**config.mk**
```make
export PLATFORM = sky130hd
export DESIGN_NAME = mcp2515_spi_sequencer_flat
export DESIGN_NICKNAME = d
export VERILOG_FILES = /design/src/rtl/mcp2515_pkg.sv /design/src/rtl/mcp2515_spi_sequencer_if.sv /design/src/rtl/mcp2515_byte_sel.sv /design/src/rtl/mcp2515_spi_sequencer.sv /design/src/flat_wrapper.sv
export SDC_FILE = /design/constraint.sdc
export NUM_CORES = 1
export LEC_CHECK = 0
export ABC_CLOCK_PERIOD_IN_PS = 6100
export CAP_MARGIN = 20
export CORE_MARGIN = 4
export CORE_UTILIZATION = 45
export CTS_BUF_LIST = sky130_fd_sc_hd__clkbuf_16
export DETAILED_ROUTE_END_ITERATION = 10
export HOLD_SLACK_MARGIN = 0.06
export PLACE_DENSITY_LB_ADDON = 0.15
export SYNTH_ARGS = -nofsm -noshare
export SYNTH_HDL_FRONTEND = slang
export SYNTH_SLANG_ARGS = --single-unit
```
**constraint.sdc**
```tcl
create_clock -name clk_50MHz -period 6.1 [get_ports clk_50MHz]
set_clock_uncertainty 0.1 [all_clocks]
set_input_delay 0.915 -clock clk_50MHz [delete_from_list [all_inputs] [get_ports clk_50MHz]]
set_output_delay 0.915 -clock clk_50MHz [all_outputs]
set_load 0.02 [all_outputs]
```
**src/rtl/mcp2515_pkg.sv**
```systemverilog
// mcp2515_pkg: shared opcodes, command/state encodings and frame-length helper for the MCP2515 SPI sequencer.
package mcp2515_pkg;
    localparam logic [7:0] OP_RESET  = 8'hC0;
    localparam logic [7:0] OP_READ   = 8'h03;
    localparam logic [7:0] OP_WRITE  = 8'h02;
    localparam logic [7:0] OP_BITMOD = 8'h05;
    localparam logic [7:0] OP_RDSTAT = 8'hA0;
    localparam logic [7:0] OP_RTS    = 8'h80;

    typedef enum logic [2:0] {
        CMD_RESET  = 3'd0,
        CMD_READ   = 3'd1,
        CMD_WRITE  = 3'd2,
        CMD_BITMOD = 3'd3,
        CMD_RDSTAT = 3'd4,
        CMD_RTS    = 3'd5
    } cmd_op_e;

    typedef enum logic [2:0] {
        S_IDLE,
        S_SETUP,
        S_ISSUE,
        S_WAIT,
        S_GAP
    } state_e;

    function automatic logic [3:0] frame_last(input cmd_op_e op, input logic [3:0] len);
        return op == CMD_READ   ? len + 4'd1 :
               op == CMD_WRITE  ? 4'd2 :
               op == CMD_BITMOD ? 4'd3 :
               op == CMD_RDSTAT ? 4'd1 : 4'd0;
    endfunction
endpackage

```
**src/rtl/mcp2515_spi_sequencer_if.sv**
```systemverilog
// mcp2515_spi_sequencer_if: host command/response and SPI byte-master handshake signals.
interface mcp2515_spi_sequencer_if;
    logic       cmd_valid;
    logic       cmd_ready;
    logic [2:0] cmd_op;
    logic [7:0] cmd_addr;
    logic [7:0] cmd_wdata;
    logic [7:0] cmd_mask;
    logic [3:0] cmd_len;
    logic       rsp_valid;
    logic [7:0] rsp_data;
    logic       rsp_last;
    logic       busy;
    logic       err;
    logic       cs_n;
    logic       spi_start;
    logic [7:0] spi_tx_byte;
    logic       spi_done;
    logic [7:0] spi_rx_byte;

    modport slave (
        input  cmd_valid, cmd_op, cmd_addr, cmd_wdata, cmd_mask, cmd_len, spi_done, spi_rx_byte,
        output cmd_ready, rsp_valid, rsp_data, rsp_last, busy, err, cs_n, spi_start, spi_tx_byte
    );

    modport master (
        output cmd_valid, cmd_op, cmd_addr, cmd_wdata, cmd_mask, cmd_len, spi_done, spi_rx_byte,
        input  cmd_ready, rsp_valid, rsp_data, rsp_last, busy, err, cs_n, spi_start, spi_tx_byte
    );
endinterface

```
**src/rtl/mcp2515_byte_sel.sv**
```systemverilog
// mcp2515_byte_sel: picks the byte to transmit at a frame position and flags dummy (data) positions.
module mcp2515_byte_sel
    import mcp2515_pkg::*;
#(
    parameter int IDX_W = 4
) (
    input  cmd_op_e          op,
    input  logic [IDX_W-1:0] idx,
    input  logic [7:0]       addr,
    input  logic [7:0]       mask,
    input  logic [7:0]       wdata,
    output logic [7:0]       tx_byte,
    output logic             is_data
);
    logic i0, i1, i2;

    assign i0 = idx == IDX_W'(0);
    assign i1 = idx == IDX_W'(1);
    assign i2 = idx == IDX_W'(2);

    always_comb begin
        tx_byte = 8'h00;
        is_data = 1'b0;
        case (op)
            CMD_RESET:  tx_byte = OP_RESET;
            CMD_READ: begin
                tx_byte = i0 ? OP_READ : i1 ? addr : 8'h00;
                is_data = !i0 && !i1;
            end
            CMD_WRITE:  tx_byte = i0 ? OP_WRITE : i1 ? addr : wdata;
            CMD_BITMOD: tx_byte = i0 ? OP_BITMOD : i1 ? addr : i2 ? mask : wdata;
            CMD_RDSTAT: begin
                tx_byte = i0 ? OP_RDSTAT : 8'h00;
                is_data = !i0;
            end
            CMD_RTS:    tx_byte = OP_RTS | {5'd0, addr[2:0]};
            default:    tx_byte = 8'h00;
        endcase
    end
endmodule

```
**src/rtl/mcp2515_spi_sequencer.sv**
```systemverilog
// mcp2515_spi_sequencer: frames MCP2515 SPI instructions with chip-select over a byte-level SPI master.
// Define SEQ_TIMEOUT_EN to add a per-byte spi_done watchdog that aborts a stalled frame.
module mcp2515_spi_sequencer
    import mcp2515_pkg::*;
#(
    parameter int CS_SETUP_CYC = 2,
    parameter int CS_GAP_CYC   = 4,
    parameter int MAX_BURST    = 8,
    parameter int TIMEOUT_CYC  = 4096
) (
    input logic clk_50MHz,
    input logic reset,
    mcp2515_spi_sequencer_if.slave bus
);
    localparam int IDX_W = $clog2(MAX_BURST + 4);
    localparam int CNT_W = $clog2(TIMEOUT_CYC + 1);

    state_e           state, state_d;
    cmd_op_e          op_q;
    logic [7:0]       addr_q, wdata_q, mask_q, tx_q, sel_byte, rsp_data_q;
    logic [IDX_W-1:0] idx, idx_d, last_q;
    logic [CNT_W-1:0] cnt, cnt_d;
    logic             sel_data, data_q, rsp_valid_q, rsp_last_q, err_q;
    logic             legal, accept, bad, done_byte, last_byte, tmo, rsp_ev;

    assign legal = bus.cmd_op <= 3'd5 &&
                   (bus.cmd_op != CMD_READ || (bus.cmd_len != 4'd0 && 32'(bus.cmd_len) <= MAX_BURST));
    assign accept    = state == S_IDLE && bus.cmd_valid && legal;
    assign bad       = state == S_IDLE && bus.cmd_valid && !legal;
    assign done_byte = state == S_WAIT && bus.spi_done;
    assign last_byte = idx == last_q;
`ifdef SEQ_TIMEOUT_EN
    assign tmo = state == S_WAIT && !bus.spi_done && cnt == CNT_W'(TIMEOUT_CYC - 1);
`else
    assign tmo = 1'b0;
`endif
    // A timed-out read still closes the host transaction with a single FF terminator.
    assign rsp_ev = (done_byte && data_q) || (tmo && (op_q == CMD_READ || op_q == CMD_RDSTAT));

    assign bus.cmd_ready   = state == S_IDLE;
    assign bus.busy        = state != S_IDLE;
    assign bus.cs_n        = !(state == S_SETUP || state == S_ISSUE || state == S_WAIT);
    assign bus.spi_start   = state == S_ISSUE;
    assign bus.spi_tx_byte = tx_q;
    assign bus.rsp_valid   = rsp_valid_q;
    assign bus.rsp_data    = rsp_data_q;
    assign bus.rsp_last    = rsp_last_q;
    assign bus.err         = err_q;

    // Selects on the next index so spi_tx_byte is already valid when spi_start rises.
    mcp2515_byte_sel #(.IDX_W(IDX_W)) u_byte_sel (
        .op      (op_q),
        .idx     (idx_d),
        .addr    (addr_q),
        .mask    (mask_q),
        .wdata   (wdata_q),
        .tx_byte (sel_byte),
        .is_data (sel_data)
    );

    always_comb begin
        state_d = state;
        cnt_d   = cnt + 1'b1;
        idx_d   = idx;
        case (state)
            S_IDLE: begin
                state_d = accept ? S_SETUP : S_IDLE;
                cnt_d   = '0;
                idx_d   = '0;
            end
            S_SETUP: state_d = cnt == CNT_W'(CS_SETUP_CYC - 1) ? S_ISSUE : S_SETUP;
            S_ISSUE: begin
                state_d = S_WAIT;
                cnt_d   = '0;
            end
            S_WAIT: begin
                if (done_byte) begin
                    state_d = last_byte ? S_GAP : S_ISSUE;
                    idx_d   = idx + 1'b1;
                    cnt_d   = '0;
                end else if (tmo) begin
                    state_d = S_GAP;
                    cnt_d   = '0;
                end
            end
            S_GAP:   state_d = cnt == CNT_W'(CS_GAP_CYC - 1) ? S_IDLE : S_GAP;
            default: state_d = S_IDLE;
        endcase
    end

    always_ff @(posedge clk_50MHz) begin
        if (reset)
            state <= S_IDLE;
        else
            state <= state_d;
    end

    always_ff @(posedge clk_50MHz) begin
        if (reset) begin
            cnt         <= '0;
            idx         <= '0;
            last_q      <= '0;
            op_q        <= CMD_RESET;
            addr_q      <= 8'h00;
            wdata_q     <= 8'h00;
            mask_q      <= 8'h00;
            tx_q        <= 8'h00;
            data_q      <= 1'b0;
            rsp_valid_q <= 1'b0;
            rsp_data_q  <= 8'h00;
            rsp_last_q  <= 1'b0;
            err_q       <= 1'b0;
        end else begin
            cnt <= cnt_d;
            idx <= idx_d;
            if (accept) begin
                op_q    <= cmd_op_e'(bus.cmd_op);
                addr_q  <= bus.cmd_addr;
                wdata_q <= bus.cmd_wdata;
                mask_q  <= bus.cmd_mask;
                last_q  <= IDX_W'(frame_last(cmd_op_e'(bus.cmd_op), bus.cmd_len));
            end
            if (state_d == S_ISSUE && state != S_ISSUE) begin
                tx_q   <= sel_byte;
                data_q <= sel_data;
            end
            rsp_valid_q <= rsp_ev;
            rsp_last_q  <= rsp_ev && (!done_byte || last_byte);
            if (rsp_ev)
                rsp_data_q <= done_byte ? bus.spi_rx_byte : 8'hFF;
            err_q <= bad || tmo || (err_q && !accept);
        end
    end
endmodule
```
**src/flat_wrapper.sv**
```systemverilog
// flat-port wrapper written by rule: the top's interface ports become plain ports
module mcp2515_spi_sequencer_flat import mcp2515_pkg::*;
#(
    parameter int CS_SETUP_CYC = 2,
    parameter int CS_GAP_CYC   = 4,
    parameter int MAX_BURST    = 8,
    parameter int TIMEOUT_CYC  = 4096
)
  (clk_50MHz, reset, bus_cmd_valid, bus_cmd_op, bus_cmd_addr, bus_cmd_wdata, bus_cmd_mask, bus_cmd_len, bus_spi_done, bus_spi_rx_byte, bus_cmd_ready, bus_rsp_valid, bus_rsp_data, bus_rsp_last, bus_busy, bus_err, bus_cs_n, bus_spi_start, bus_spi_tx_byte);
  mcp2515_spi_sequencer_if bus_i ();
  input logic clk_50MHz;
  input logic reset;
  input wire logic [$bits(bus_i.cmd_valid)-1:0] bus_cmd_valid;
  input wire logic [$bits(bus_i.cmd_op)-1:0] bus_cmd_op;
  input wire logic [$bits(bus_i.cmd_addr)-1:0] bus_cmd_addr;
  input wire logic [$bits(bus_i.cmd_wdata)-1:0] bus_cmd_wdata;
  input wire logic [$bits(bus_i.cmd_mask)-1:0] bus_cmd_mask;
  input wire logic [$bits(bus_i.cmd_len)-1:0] bus_cmd_len;
  input wire logic [$bits(bus_i.spi_done)-1:0] bus_spi_done;
  input wire logic [$bits(bus_i.spi_rx_byte)-1:0] bus_spi_rx_byte;
  output wire logic [$bits(bus_i.cmd_ready)-1:0] bus_cmd_ready;
  output wire logic [$bits(bus_i.rsp_valid)-1:0] bus_rsp_valid;
  output wire logic [$bits(bus_i.rsp_data)-1:0] bus_rsp_data;
  output wire logic [$bits(bus_i.rsp_last)-1:0] bus_rsp_last;
  output wire logic [$bits(bus_i.busy)-1:0] bus_busy;
  output wire logic [$bits(bus_i.err)-1:0] bus_err;
  output wire logic [$bits(bus_i.cs_n)-1:0] bus_cs_n;
  output wire logic [$bits(bus_i.spi_start)-1:0] bus_spi_start;
  output wire logic [$bits(bus_i.spi_tx_byte)-1:0] bus_spi_tx_byte;
  assign bus_i.cmd_valid = bus_cmd_valid;
  assign bus_i.cmd_op = bus_cmd_op;
  assign bus_i.cmd_addr = bus_cmd_addr;
  assign bus_i.cmd_wdata = bus_cmd_wdata;
  assign bus_i.cmd_mask = bus_cmd_mask;
  assign bus_i.cmd_len = bus_cmd_len;
  assign bus_i.spi_done = bus_spi_done;
  assign bus_i.spi_rx_byte = bus_spi_rx_byte;
  assign bus_cmd_ready = bus_i.cmd_ready;
  assign bus_rsp_valid = bus_i.rsp_valid;
  assign bus_rsp_data = bus_i.rsp_data;
  assign bus_rsp_last = bus_i.rsp_last;
  assign bus_busy = bus_i.busy;
  assign bus_err = bus_i.err;
  assign bus_cs_n = bus_i.cs_n;
  assign bus_spi_start = bus_i.spi_start;
  assign bus_spi_tx_byte = bus_i.spi_tx_byte;
  mcp2515_spi_sequencer #(.CS_SETUP_CYC(CS_SETUP_CYC), .CS_GAP_CYC(CS_GAP_CYC), .MAX_BURST(MAX_BURST), .TIMEOUT_CYC(TIMEOUT_CYC)) u_core (.clk_50MHz(clk_50MHz), .reset(reset), .bus(bus_i));
endmodule
```
---- Word-level counts from Yosys, hierarchy flattened ----
Index checks and enable logic that the tools add are counted.
cells by class
  $add $sub $neg .......................... 3
  $mul .................................... 0
  divide/modulo/power cells ............... 0
  $lt $le $gt $ge ......................... 2
  equal/unequal tests ..................... 21
  shift operators ......................... 0
  multiplexer cells ....................... 25
  bitwise logic cells ..................... 0
  reductions and logical operators ........ 28
operators with widths
  cell                     count
  $mux W8                  9
  $pmux W8 S6              1
  $pmux W13 S2             1
  $eq A3 B2 Y1 const B     7
  $mux W4                  4
  $pmux W3 S5              1
  $add A13 B1 Y13 const B  1
  $eq A13 B1 Y1 const B    1
  $eq A13 B2 Y1 const B    1
  $mux W13                 1
  $eq A3 B3 Y1 const B     4
  $logic_and A1 B1 Y1      11
  $eq A3 B1 Y1 const B     3
  $mux W3                  3
  $add A4 B1 Y4 const B    2
  $pmux W4 S2              1
  $logic_not A1 Y1         6
  $logic_not A3 Y1         2
  $logic_or A1 B1 Y1       5
  $eq A4 B1 Y1 const B     1
  $eq A4 B2 Y1 const B     1
  $eq A4 B4 Y1             1
  $le A4 B4 Y1 const B     1
  $logic_not A4 Y1         1
  other kinds (9)          10
storage, ports and cells
  register bits ........................... 71
  bits in latches ......................... 0
  bits in writable memories ............... 0
  bits in read-only memories .............. 0
  input port bits ......................... 43
  memories ................................ 0

---- Logic depth before layout (Yosys ltp) ----
Gate-level depths: netlist of run 1.
  depth in word-level cells ............... 9
  gate-level depth with buffers ........... 9
  depth with buffers taken out ............ 8

---- Hierarchy ----
A second synthesis of run 1 with hierarchy kept.
unflattened totals
  cell total of the unflattened synthesis .. 424
  area, all modules ....................... 3,428.3 um^2
modules (own cells, without submodules)
  module                 times used  cells each  area each (um^2)  sequential area each (um^2)
  mcp2515_spi_sequencer  1           347         2,936.6           1,421.4
  mcp2515_byte_sel       1           77          491.7             0.0

---- Least setup slack after synthesis of run 1 ----
Ideal clock, no wire load.
  path type ............................... input to register
  start point ............................. input bus_spi_done
  end point ............................... register u_core.tx_q[6] (netlist: u_core.bus.spi_tx_byte[6])
  setup time .............................. 116 ps
  arrival time ............................ 2,823 ps
  data required time ...................... 5,884 ps
  slack ................................... 3,061 ps
  stages on the path ...................... 6
  cell sequence ........................... nand4b_1 > o211a_1 > or4b_4 > or3_4 > a221o_1 > a41o_1
on the way
  cells in the longest elaborated chain, start to end .. 8
  elaborated cells on any way between the ends .. 18
  those cells by class .................... eq/ne: 3; mux: 12; reduce/logical: 3
RTL lines
  item                   line                          text
  from (decl)            flat_wrapper.sv:19            input wire logic [$bits(bus_i.spi_done)-1:0] bus_spi_done;
  $logic_and A1 B1 Y1 *  mcp2515_spi_sequencer.sv:30   assign done_byte = state == S_WAIT && bus.spi_done;
  $mux W4                mcp2515_spi_sequencer.sv:77   if (done_byte) begin
  $pmux W4 S2            mcp2515_spi_sequencer.sv:65   case (state)
  $eq A4 B2 Y1           mcp2515_byte_sel.sv:19        assign i2 = idx == IDX_W'(2);
  $mux W8 (3 in a row)   mcp2515_byte_sel.sv:31        CMD_BITMOD: tx_byte = i0 ? OP_BITMOD : i1 ? addr : i2 ? mask : wdata;
  $pmux W8 S6            mcp2515_byte_sel.sv:24        case (op)
  to (signal assigned)   mcp2515_spi_sequencer.sv:124  tx_q <= sel_byte;
  to (decl)              mcp2515_spi_sequencer.sv:20   logic [7:0] addr_q, wdata_q, mask_q, tx_q, sel_byte, rsp_data_q;
Every way passes the cells marked *; elsewhere a longest branch is shown, timed or not.
A chain may end at the register's enable or synchronous reset.

---- Final worst setup path of run 1 ----
Ends and elaborated chain as after synthesis.

==> flow_metrics.env, run 1 <==
export IMPL_grt_overflow=0
export IMPL_hp_start="u_core.mask_q[4]"
export IMPL_postRouteAntennaNets=0
export IMPL_rsz0062_at_grt="false"
export IMPL_startpoint="bus_spi_done"
export IMPL_status="completed"
export IMPL_synth_seq_cells=71
export IMPL_finalCritPeriodShare_pct=58.9
export IMPL_finalHoldViolations=0
export IMPL_vias_per_cell=5.41
export IMPL_htree_num_levels=3
export IMPL_rr_endpoint="u_core.bus.spi_tx_byte[6]"
export IMPL_crit_buf_inv=1
export IMPL_globalplace_congestion=0.868
export IMPL_final_cell_mix="80 x nand2_1, 71 x dfxtp_1, 64 x clkdlybuf4s50_1"
export IMPL_antenna_found_initial=0
export IMPL_critPathLaunchType="input pin"
export IMPL_die_height_um=95.3
export IMPL_crit_type="in2reg"
export IMPL_maxCapViolations=0
export IMPL_slowest_stage="or4b_4"
export IMPL_synth_cell_types=65
export IMPL_critPathTopFamily="simple AND/OR/NAND/NOR gates"
export IMPL_route_vias_total=3188
export IMPL_crit_arrival_ps=3710
export IMPL_hpwl_um=5940
export IMPL_port_buffers=65
export IMPL_ctsResizeCount=0
export IMPL_worstMarginPinSlew_ps=1030
export IMPL_finalWorstSetupSlack_ps=2510
export IMPL_setup_tns_ps=0
export IMPL_cts_tree="built"
export IMPL_grt_pass1_wl_um=14100
export IMPL_path_max_fanout=12
export IMPL_crit_path_cell_trace="clkdlybuf4s50_1 -> nand4b_1 -> o211a_1 -> or4b_4 -> or3_4 -> a221o_1 -> a41o_1"
export IMPL_holdPathEnd="u_core.mask_q[4]"
export IMPL_worstSkewPairLatency_ps=330
export IMPL_grt_start_max_net_pins=64
export IMPL_ios=66
export IMPL_hp_class="reg2reg"
export IMPL_ctsLongestPathBuffers=2
export IMPL_nFillCells=646
export IMPL_required_ps=6220
export IMPL_drt_iter0_drc=168
export IMPL_dominantRegCellSynth="dfxtp_1"
export IMPL_numCtsBuffers=9
export IMPL_hold_depth=2
export IMPL_clock_sinks=71
export IMPL_max_freq_mhz=278
export IMPL_clkSlewWorstSetupHoldPaths_ps=60
export IMPL_finalMaxSlewViolations=0
export IMPL_grt_pass1_vias=3010
export IMPL_synth_avg_cell_area_um2=7.99
export IMPL_dieArea_um2=9070
export IMPL_seq_area_frac_synth_pct=41.5
export IMPL_syn_cell_area_um2=3430
export IMPL_synth_nets=477
export IMPL_drt_wirelength_per_cell_um=14.5
export IMPL_power_density_nw_per_um2=259
export IMPL_postCtsHoldBufs=0
export IMPL_layout_nets=533
export IMPL_die_x_um=95.3
export IMPL_fin_crit_ps=3590
export IMPL_regToRegStartpoint="u_core.state[1]"
export IMPL_routed_wl_um=8570
export IMPL_final_common_cell="nand2_1"
export IMPL_rr_worst_depth=6
export IMPL_post_cts_buffers=0
export IMPL_p_leak_uw=0.00162
export IMPL_cpPeakStageDelay_ps=620
export IMPL_syn_instance_count=429
export IMPL_setup_violations=0
export IMPL_drive_gt1_share_pct=6.33
export IMPL_initial_core_util_pct=46.7
export IMPL_yosysWarnings=0
export IMPL_cp_end_kind="flop"
export IMPL_irDropWorstVdd_mv=0.154
export IMPL_root_buffer="clkbuf_16"
export IMPL_coreArea_um2=7330
export IMPL_drt_first_pass_iters=5
export IMPL_place_ws_ps=2200
export IMPL_num_rows=31
export IMPL_slew_headroom_pct=31.6
export IMPL_grt_usage_pct=19.7
export IMPL_synth_edf_count=0
export IMPL_drc=0
export IMPL_async_flop_share_pct=0
export IMPL_area_growth_syn_to_layout_pct=29.4
export IMPL_r2r_setup_slack_ps=2960
export IMPL_diodes=0
metal layers:
metal	part of all wire, %	global-route usage, %
met5	0	0
met1	47	26.7
met2	45	30.0
met3	7.0	4.97
met4	1.2	7.57
stage by stage:
stage | power (uW) | instances | instance area, um2 | utilization (%) | hold slack, ps
after detailed placement | 624 | 572 | 4120 | 56.2 | 353
after global routing | 1200 | 589 | 4430 | 60.5 | 373
after floorplan | 569 | 429 | 3430 | - | 333
after CTS | 1160 | 588 | 4420 | 60.4 | 360
final | 1150 | 589 | 4430 | 60.5 | 359
after global placement | 622 | 572 | 4120 | 56.2 | 347
cells in the mapped netlist (3+ instances only):
| cell type | instances | area [um2] |
|---|---|---|
| a211oi_1 | 3 | 22.5 |
| a21boi_1 | 3 | 22.5 |
| a21oi_1 | 45 | 225 |
| a31oi_1 | 3 | 18.8 |
| a32oi_1 | 3 | 26.3 |
| and3_1 | 4 | 25.0 |
| buf_1 | 3 | 11.3 |
| clkbuf_1 | 18 | 67.6 |
| dfxtp_1 | 71 | 1420 |
| ha_1 | 5 | 62.6 |
| inv_1 | 8 | 30.0 |
| mux2i_1 | 9 | 90.1 |
| nand2_1 | 80 | 300 |
| nand3_1 | 10 | 50.1 |
| nand4_1 | 4 | 25.0 |
| nor2_1 | 48 | 180 |
| nor2b_1 | 4 | 25.0 |
| nor3_1 | 15 | 75.1 |
| nor3_2 | 3 | 30.0 |
| nor4_1 | 3 | 18.8 |
| o21a_1 | 4 | 30.0 |
| o21ai_0 | 7 | 35.0 |
| o21ai_1 | 3 | 15.0 |
| o31ai_1 | 3 | 22.5 |
| or2_2 | 4 | 25.0 |
| or3_1 | 3 | 18.8 |
| xnor2_1 | 10 | 87.6 |
| xor2_1 | 5 | 43.8 |
cell families (layout without fill, tap and decap cells):
logic type      Yosys count  in the layout  synth area share [%]
buf+inv                  32             93                  3.76
compound gates           99             99                  18.6
simple gates            197            197                  27.5
flops                    71             71                  41.5
mux                      10             10                  2.96
xor+xnor                 15             15                  3.83
fa+ha+maj                 5              5                  1.83
worst min-delay path: stages, from the launching register on:
cell	delay [ps]
dfxtp_1	310
nand2_1	50
a21oi_1	50
sequential cells by signal (all words and copies together) (netlist names), named ones only:
register / count
u_core.idx: 4
u_core.bus.rsp_last: 1
u_core.last_q: 4
u_core.data_q: 1
u_core.addr_q: 8
u_core.bus.spi_tx_byte: 8
u_core.mask_q: 8
u_core.bus.rsp_valid: 1
u_core.state: 3
u_core.op_q: 3
u_core.cnt: 13
u_core.wdata_q: 8
u_core.bus.rsp_data: 8
worst max path at each step:
| stage | endpoint | cells after the start | slack (ps) |
|---|---|---|---|
| after floorplan | u_core.bus.spi_tx_byte[6] | 6 | 3060 |
| after global placement | u_core.bus.spi_tx_byte[6] | 7 | 2260 |
| after detailed placement | u_core.bus.spi_tx_byte[6] | 7 | 2200 |
| after CTS | u_core.bus.spi_tx_byte[6] | 7 | 2540 |
| after global routing | u_core.bus.spi_tx_byte[6] | 7 | 2400 |
| final | u_core.bus.spi_tx_byte[6] | 7 | 2510 |
power breakdown:
group	switching, uW	total [uW]	internal [uW]
combinational	61.2	117	55.9
clock	184	535	351
sequential	17.3	497	480
total	263	1150	887
area by class of cell:
| type | instances | area, um2 | share of cell area (%) |
|---|---|---|---|
| Timing Repair Buffer | 68 | 668 | 15.1 |
| Multi-Input combinational cell | 326 | 1880 | 42.4 |
| Tap cell | 99 | 124 | 2.80 |
| Inverter | 9 | 33.8 | 0.762 |
| Clock buffer | 9 | 225 | 5.08 |
| Sequential cell | 71 | 1420 | 32.1 |
| Clock inverter | 7 | 80.1 | 1.81 |
No activity file was read; power rests on OpenSTA's default activity.
==> run 2, diff against run 1 <==
--- a/config.mk
+++ b/config.mk
@@ -5,7 +5,7 @@
 export SDC_FILE = /design/constraint.sdc
 export NUM_CORES = 1
 export LEC_CHECK = 0
-export ABC_CLOCK_PERIOD_IN_PS = 6100
+export ABC_CLOCK_PERIOD_IN_PS = 3700
 export CAP_MARGIN = 20
 export CORE_MARGIN = 4
 export CORE_UTILIZATION = 45
==> constraint.sdc (replaced) <==
create_clock -name clk_50MHz -period 3.7 [get_ports clk_50MHz]
set_clock_uncertainty 0.1 [all_clocks]
set_input_delay 0.555 -clock clk_50MHz [delete_from_list [all_inputs] [get_ports clk_50MHz]]
set_output_delay 0.555 -clock clk_50MHz [all_outputs]
set_load 0.02 [all_outputs]
==> run 2 against run 1 <==
- register-to-register slack worse by 2300 ps
- worst setup slack got worse by 1900 ps
- die area unchanged
- sequential share of layout area about the same
- global-route usage rose by 0.42 points
- core utilization about the same
- sequential power increased by 65%
- worst hold slack worse by 3.5 ps
==> flow_metrics.env, run 2 (same netlist as run 1, synthesis figures left out) <==
export IMPL_drt_first_pass_iters=6
export IMPL_crit_path_cell_trace="clkdlybuf4s50_1 -> nand4b_1 -> o211a_1 -> or4b_4 -> or3_4 -> a221o_1 -> a41o_1"
export IMPL_crit_type="in2reg"
export IMPL_place_ws_ps=248
export IMPL_status="completed"
export IMPL_coreArea_um2=7330
export IMPL_largest_register_ffs=13
export IMPL_drt_wirelength_per_cell_um=14.7
export IMPL_ctsResizeCount=0
export IMPL_finalMaxSlewViolations=0
export IMPL_hpwl_um=6170
export IMPL_path_max_fanout=7
export IMPL_rsz0062_at_grt="false"
export IMPL_rr_worst_depth=6
export IMPL_slew_headroom_pct=27.3
export IMPL_die_x_um=95.3
export IMPL_cts_tree="built"
export IMPL_routed_wl_um=8660
export IMPL_area_growth_syn_to_layout_pct=29.4
export IMPL_initial_core_util_pct=46.7
export IMPL_dieArea_um2=9070
export IMPL_setup_violations=0
export IMPL_max_freq_mhz=321
export IMPL_finalCritPeriodShare_pct=84.3
export IMPL_hp_class="reg2reg"
export IMPL_maxCapViolations=0
export IMPL_slowest_stage="clkdlybuf4s50_1"
export IMPL_p_leak_uw=0.00161
export IMPL_regMostFlops="u_core.cnt"
export IMPL_route_vias_total=3270
export IMPL_finalHoldViolations=0
export IMPL_post_cts_buffers=0
export IMPL_layout_nets=534
export IMPL_critPathLaunchType="input pin"
export IMPL_root_buffer="clkbuf_16"
export IMPL_irDropWorstVdd_mv=0.227
export IMPL_hold_depth=2
export IMPL_port_buffers=65
export IMPL_final_cell_mix="80 x nand2_1, 71 x dfxtp_1, 64 x clkdlybuf4s50_1"
export IMPL_drive_gt1_share_pct=7.13
export IMPL_grt_usage_pct=20.1
export IMPL_htree_num_levels=3
export IMPL_postRouteAntennaNets=0
export IMPL_vias_per_cell=5.54
export IMPL_power_uw=1870
export IMPL_placed_cell_area_um2=4130
export IMPL_final_common_cell="nand2_1"
export IMPL_diodes=0
export IMPL_cp_end_kind="flop"
export IMPL_antenna_found_initial=0
export IMPL_cpPeakStageDelay_ps=580
export IMPL_worstMarginPinSlew_ps=1090
export IMPL_postCtsHoldBufs=0
export IMPL_stdcell_area_um2=4430
export IMPL_worstSkewPairLatency_ps=330
export IMPL_required_ps=3820
export IMPL_globalplace_congestion=0.890
export IMPL_grt_pass1_vias=3023
export IMPL_ios=66
export IMPL_ctsLongestPathBuffers=2
export IMPL_die_height_um=95.3
export IMPL_drt_iter0_drc=295
export IMPL_finalWorstSetupSlack_ps=581
export IMPL_numCtsBuffers=9
export IMPL_crit_arrival_ps=3230
export IMPL_num_rows=31
export IMPL_clkSlewWorstSetupHoldPaths_ps=60
export IMPL_power_density_nw_per_um2=422
export IMPL_grt_overflow=0
export IMPL_setup_tns_ps=0
export IMPL_grt_pass1_wl_um=14200
export IMPL_fin_crit_ps=3120
export IMPL_clock_sinks=71
export IMPL_drc=0
export IMPL_grt_start_max_net_pins=45
[run 2: cell types whose count changed in the layout (fill, tap and decap cells not counted), sizes merged]
cell / before / now
buf: 3 / 5
clkinvlp: 0 / 3
clkinv: 3 / 1
bufinv: 2 / 1
clkbuf: 10 / 9
[run 2: per-stage QoR]
step	instances	util [%]	hold WS (ps)
finish	590	60.5	355
global route	590	60.5	382
CTS	590	60.5	357
detailed placement	574	56.4	349
global placement	574	56.4	348
floorplan	429	-	333
[run 2: critical path, delay by kind of cell]
kind | cells | cell delay (ps)
simple gates | 3 | 1180
buf+inv | 1 | 580
compound gates | 3 | 920
[run 2: final timing paths]
path,start,to,slack (ps)
setup / recovery,bus_spi_done,u_core.bus.spi_tx_byte[6],580
hold / removal,u_core.wdata_q[7],u_core.wdata_q[7],360
setup reg to reg,u_core.state[1],u_core.bus.spi_tx_byte[6],650
hold reg to reg,u_core.wdata_q[7],u_core.wdata_q[7],360
[run 2: layout make-up]
class | instances | area (um2)
Timing Repair Buffer | 69 | 676
Tap cell | 99 | 124
Sequential cell | 71 | 1420
Clock buffer | 9 | 225
Fill cell | 650 | 2900
Clock inverter | 7 | 73.8
Inverter | 9 | 33.8
Multi-Input combinational cell | 326 | 1880
[run 2: layer usage]
| layer | share of wire [%] | GRT usage [%] | vias up |
|---|---|---|---|
| met5 | 0 | 0 | - |
| li1 | - | - | 1632 |
| met4 | 1.4 | 7.57 | 0 |
| met1 | 46 | 26.8 | 1526 |
| met2 | 45 | 31.1 | 100 |
| met3 | 7.2 | 5.21 | 12 |
[run 2: power breakdown]
group	internal, uW	switching (uW)	total [uW]
combinational	92.8	101	194
clock	522	335	857
sequential	791	29.6	821
total	1410	466	1870
==> run 3, diff against run 2 <==
--- a/config.mk
+++ b/config.mk
@@ -5,7 +5,7 @@
 export SDC_FILE = /design/constraint.sdc
 export NUM_CORES = 1
 export LEC_CHECK = 0
-export ABC_CLOCK_PERIOD_IN_PS = 3700
+export ABC_CLOCK_PERIOD_IN_PS = 3100
 export CAP_MARGIN = 20
 export CORE_MARGIN = 4
 export CORE_UTILIZATION = 45
==> constraint.sdc (replaced) <==
create_clock -name clk_50MHz -period 3.1 [get_ports clk_50MHz]
set_clock_uncertainty 0.1 [all_clocks]
set_input_delay 0.465 -clock clk_50MHz [delete_from_list [all_inputs] [get_ports clk_50MHz]]
set_output_delay 0.465 -clock clk_50MHz [all_outputs]
set_load 0.02 [all_outputs]
==> run 3 against run 2 <==
- routed wire length is 0.57% lower
- first-iteration DRC count fell by 13%
- final area grew 1.2%
- total power up 12%
- core utilization rose by 0.70 points
- register-to-register slack worse by 320 ps
- die area did not move
- sequential cell count did not move
- combinational power grew 25%
- worst hold slack got worse by 3.1 ps
- largest cell class unchanged
==> flow_metrics.env, run 3 (same netlist as run 1, synthesis figures left out) <==
export IMPL_area_growth_syn_to_layout_pct=30.9
export IMPL_final_cell_mix="80 x nand2_1, 71 x dfxtp_1, 64 x clkdlybuf4s50_1"
export IMPL_die_x_um=95.3
export IMPL_rsz0062_at_grt="false"
export IMPL_post_cts_buffers=0
export IMPL_vias_per_cell=5.46
export IMPL_nFillCells=661
export IMPL_required_ps=3220
export IMPL_diodes=0
export IMPL_drc=0
export IMPL_grt_overflow=0
export IMPL_coreArea_um2=7330
export IMPL_num_rows=31
export IMPL_hp_class="reg2reg"
export IMPL_placed_cell_area_um2=4240
export IMPL_hpwl_um=6420
export IMPL_root_buffer="clkbuf_16"
export IMPL_finalMaxSlewViolations=0
export IMPL_globalplace_congestion=0.920
export IMPL_ctsLongestPathBuffers=2
export IMPL_crit_type="in2reg"
export IMPL_drt_first_pass_iters=4
export IMPL_setup_violations=0
export IMPL_die_height_um=95.3
export IMPL_grt_usage_pct=20.1
export IMPL_status="completed"
export IMPL_final_common_cell="nand2_1"
export IMPL_ios=66
export IMPL_htree_num_levels=3
export IMPL_setup_tns_ps=0
export IMPL_maxCapViolations=0
export IMPL_numCtsBuffers=9
export IMPL_postCtsHoldBufs=0
export IMPL_max_freq_mhz=354
export IMPL_multi_input_area_um2=1880
export IMPL_path_max_fanout=4
export IMPL_p_leak_uw=0.00167
export IMPL_regMostFlops="u_core.cnt"
export IMPL_worstSkewPairLatency_ps=330
export IMPL_initial_core_util_pct=46.7
export IMPL_dp_cells=588
export IMPL_ctsResizeCount=0
export IMPL_largest_register_ffs=13
export IMPL_regArea_um2=1420
export IMPL_startpoint="bus_spi_done"
export IMPL_regToRegStartpoint="u_core.idx[0]"
export IMPL_layout_nets=548
export IMPL_routed_wl_um=8620
export IMPL_grt_pass1_wl_um=14400
export IMPL_power_density_nw_per_um2=467
export IMPL_hold_slack_ps=352
export IMPL_postRouteAntennaNets=0
export IMPL_finalHoldViolations=0
export IMPL_drt_wirelength_per_cell_um=14.3
export IMPL_hp_start="u_core.mask_q[3]"
export IMPL_route_vias_total=3288
export IMPL_cp_end_kind="flop"
export IMPL_antenna_found_initial=0
export IMPL_stdcell_count=602
export IMPL_clkSlewWorstSetupHoldPaths_ps=50
export IMPL_irDropWorstVdd_mv=0.330
export IMPL_slew_headroom_pct=31.8
export IMPL_critPathLaunchType="input pin"
export IMPL_crit_arrival_ps=2940
export IMPL_clock_sinks=71
export IMPL_drive_gt1_share_pct=8.75
export IMPL_worstMarginPinSlew_ps=1020
export IMPL_drt_iter0_drc=256
export IMPL_place_ws_ps=-40.1
export IMPL_cts_tree="built"
export IMPL_dieArea_um2=9070
export IMPL_port_buffers=65
export IMPL_grt_start_max_net_pins=38
export IMPL_finalWorstSetupSlack_ps=277
export IMPL_finalCritPeriodShare_pct=91.1
export IMPL_fin_crit_ps=2820
export IMPL_grt_pass1_vias=3107
export IMPL_stdcell_area_um2=4480
[run 3: cell types whose count changed in the layout (fill, tap and decap cells not counted), sizes merged]
cell / previous run / this run
buf: 5 / 19
bufinv: 1 / 0
clkinv: 1 / 3
clkinvlp: 3 / 0
[run 3: through the flow]
step	total power, uW	util, %
after CTS	2110	61.2
after global routing	2180	61.2
final	2090	61.2
after detailed placement	1240	57.8
after floorplan	1120	-
after global placement	1230	57.8
[run 3: power by group]
| part | switching [uW] | internal, uW | total [uW] |
|---|---|---|---|
| combinational | 124 | 117 | 242 |
| clock | 358 | 519 | 877 |
| sequential | 30.5 | 945 | 975 |
[run 3: final timing paths]
check                           depth (start not counted)  slack [ps]                         to
worst min-delay path                                    2         350           u_core.mask_q[3]
worst max-delay path                                    7         280  u_core.bus.spi_tx_byte[6]
worst max register to register                          7         330  u_core.bus.spi_tx_byte[6]
worst min register to register                          2         350           u_core.mask_q[3]
[run 3: final cells by class]
| class | count | area share [%] |
|---|---|---|
| Multi-Input combinational cell | 326 | 41.9 |
| Timing Repair Buffer | 83 | 17.4 |
| Clock inverter | 5 | 0.446 |
| Clock buffer | 9 | 5.02 |
| Inverter | 9 | 0.753 |
| Tap cell | 99 | 2.76 |
| Sequential cell | 71 | 31.7 |
[run 3: metal layers]
metal,GRT usage [%],wire [um],vias to the layer above
met4,7.69,172,0
met2,30.7,3870,101
met5,0,0,-
met1,26.8,4000,1508
li1,-,-,1661
met3,5.76,568,18
[run 3: worst max-delay path, stage by stage]
cell	delay, ps
clkdlybuf4s50_1	520
nand4b_1	150
o211a_1	270
or4b_4	520
or3_4	410
a221o_1	360
a41o_1	240
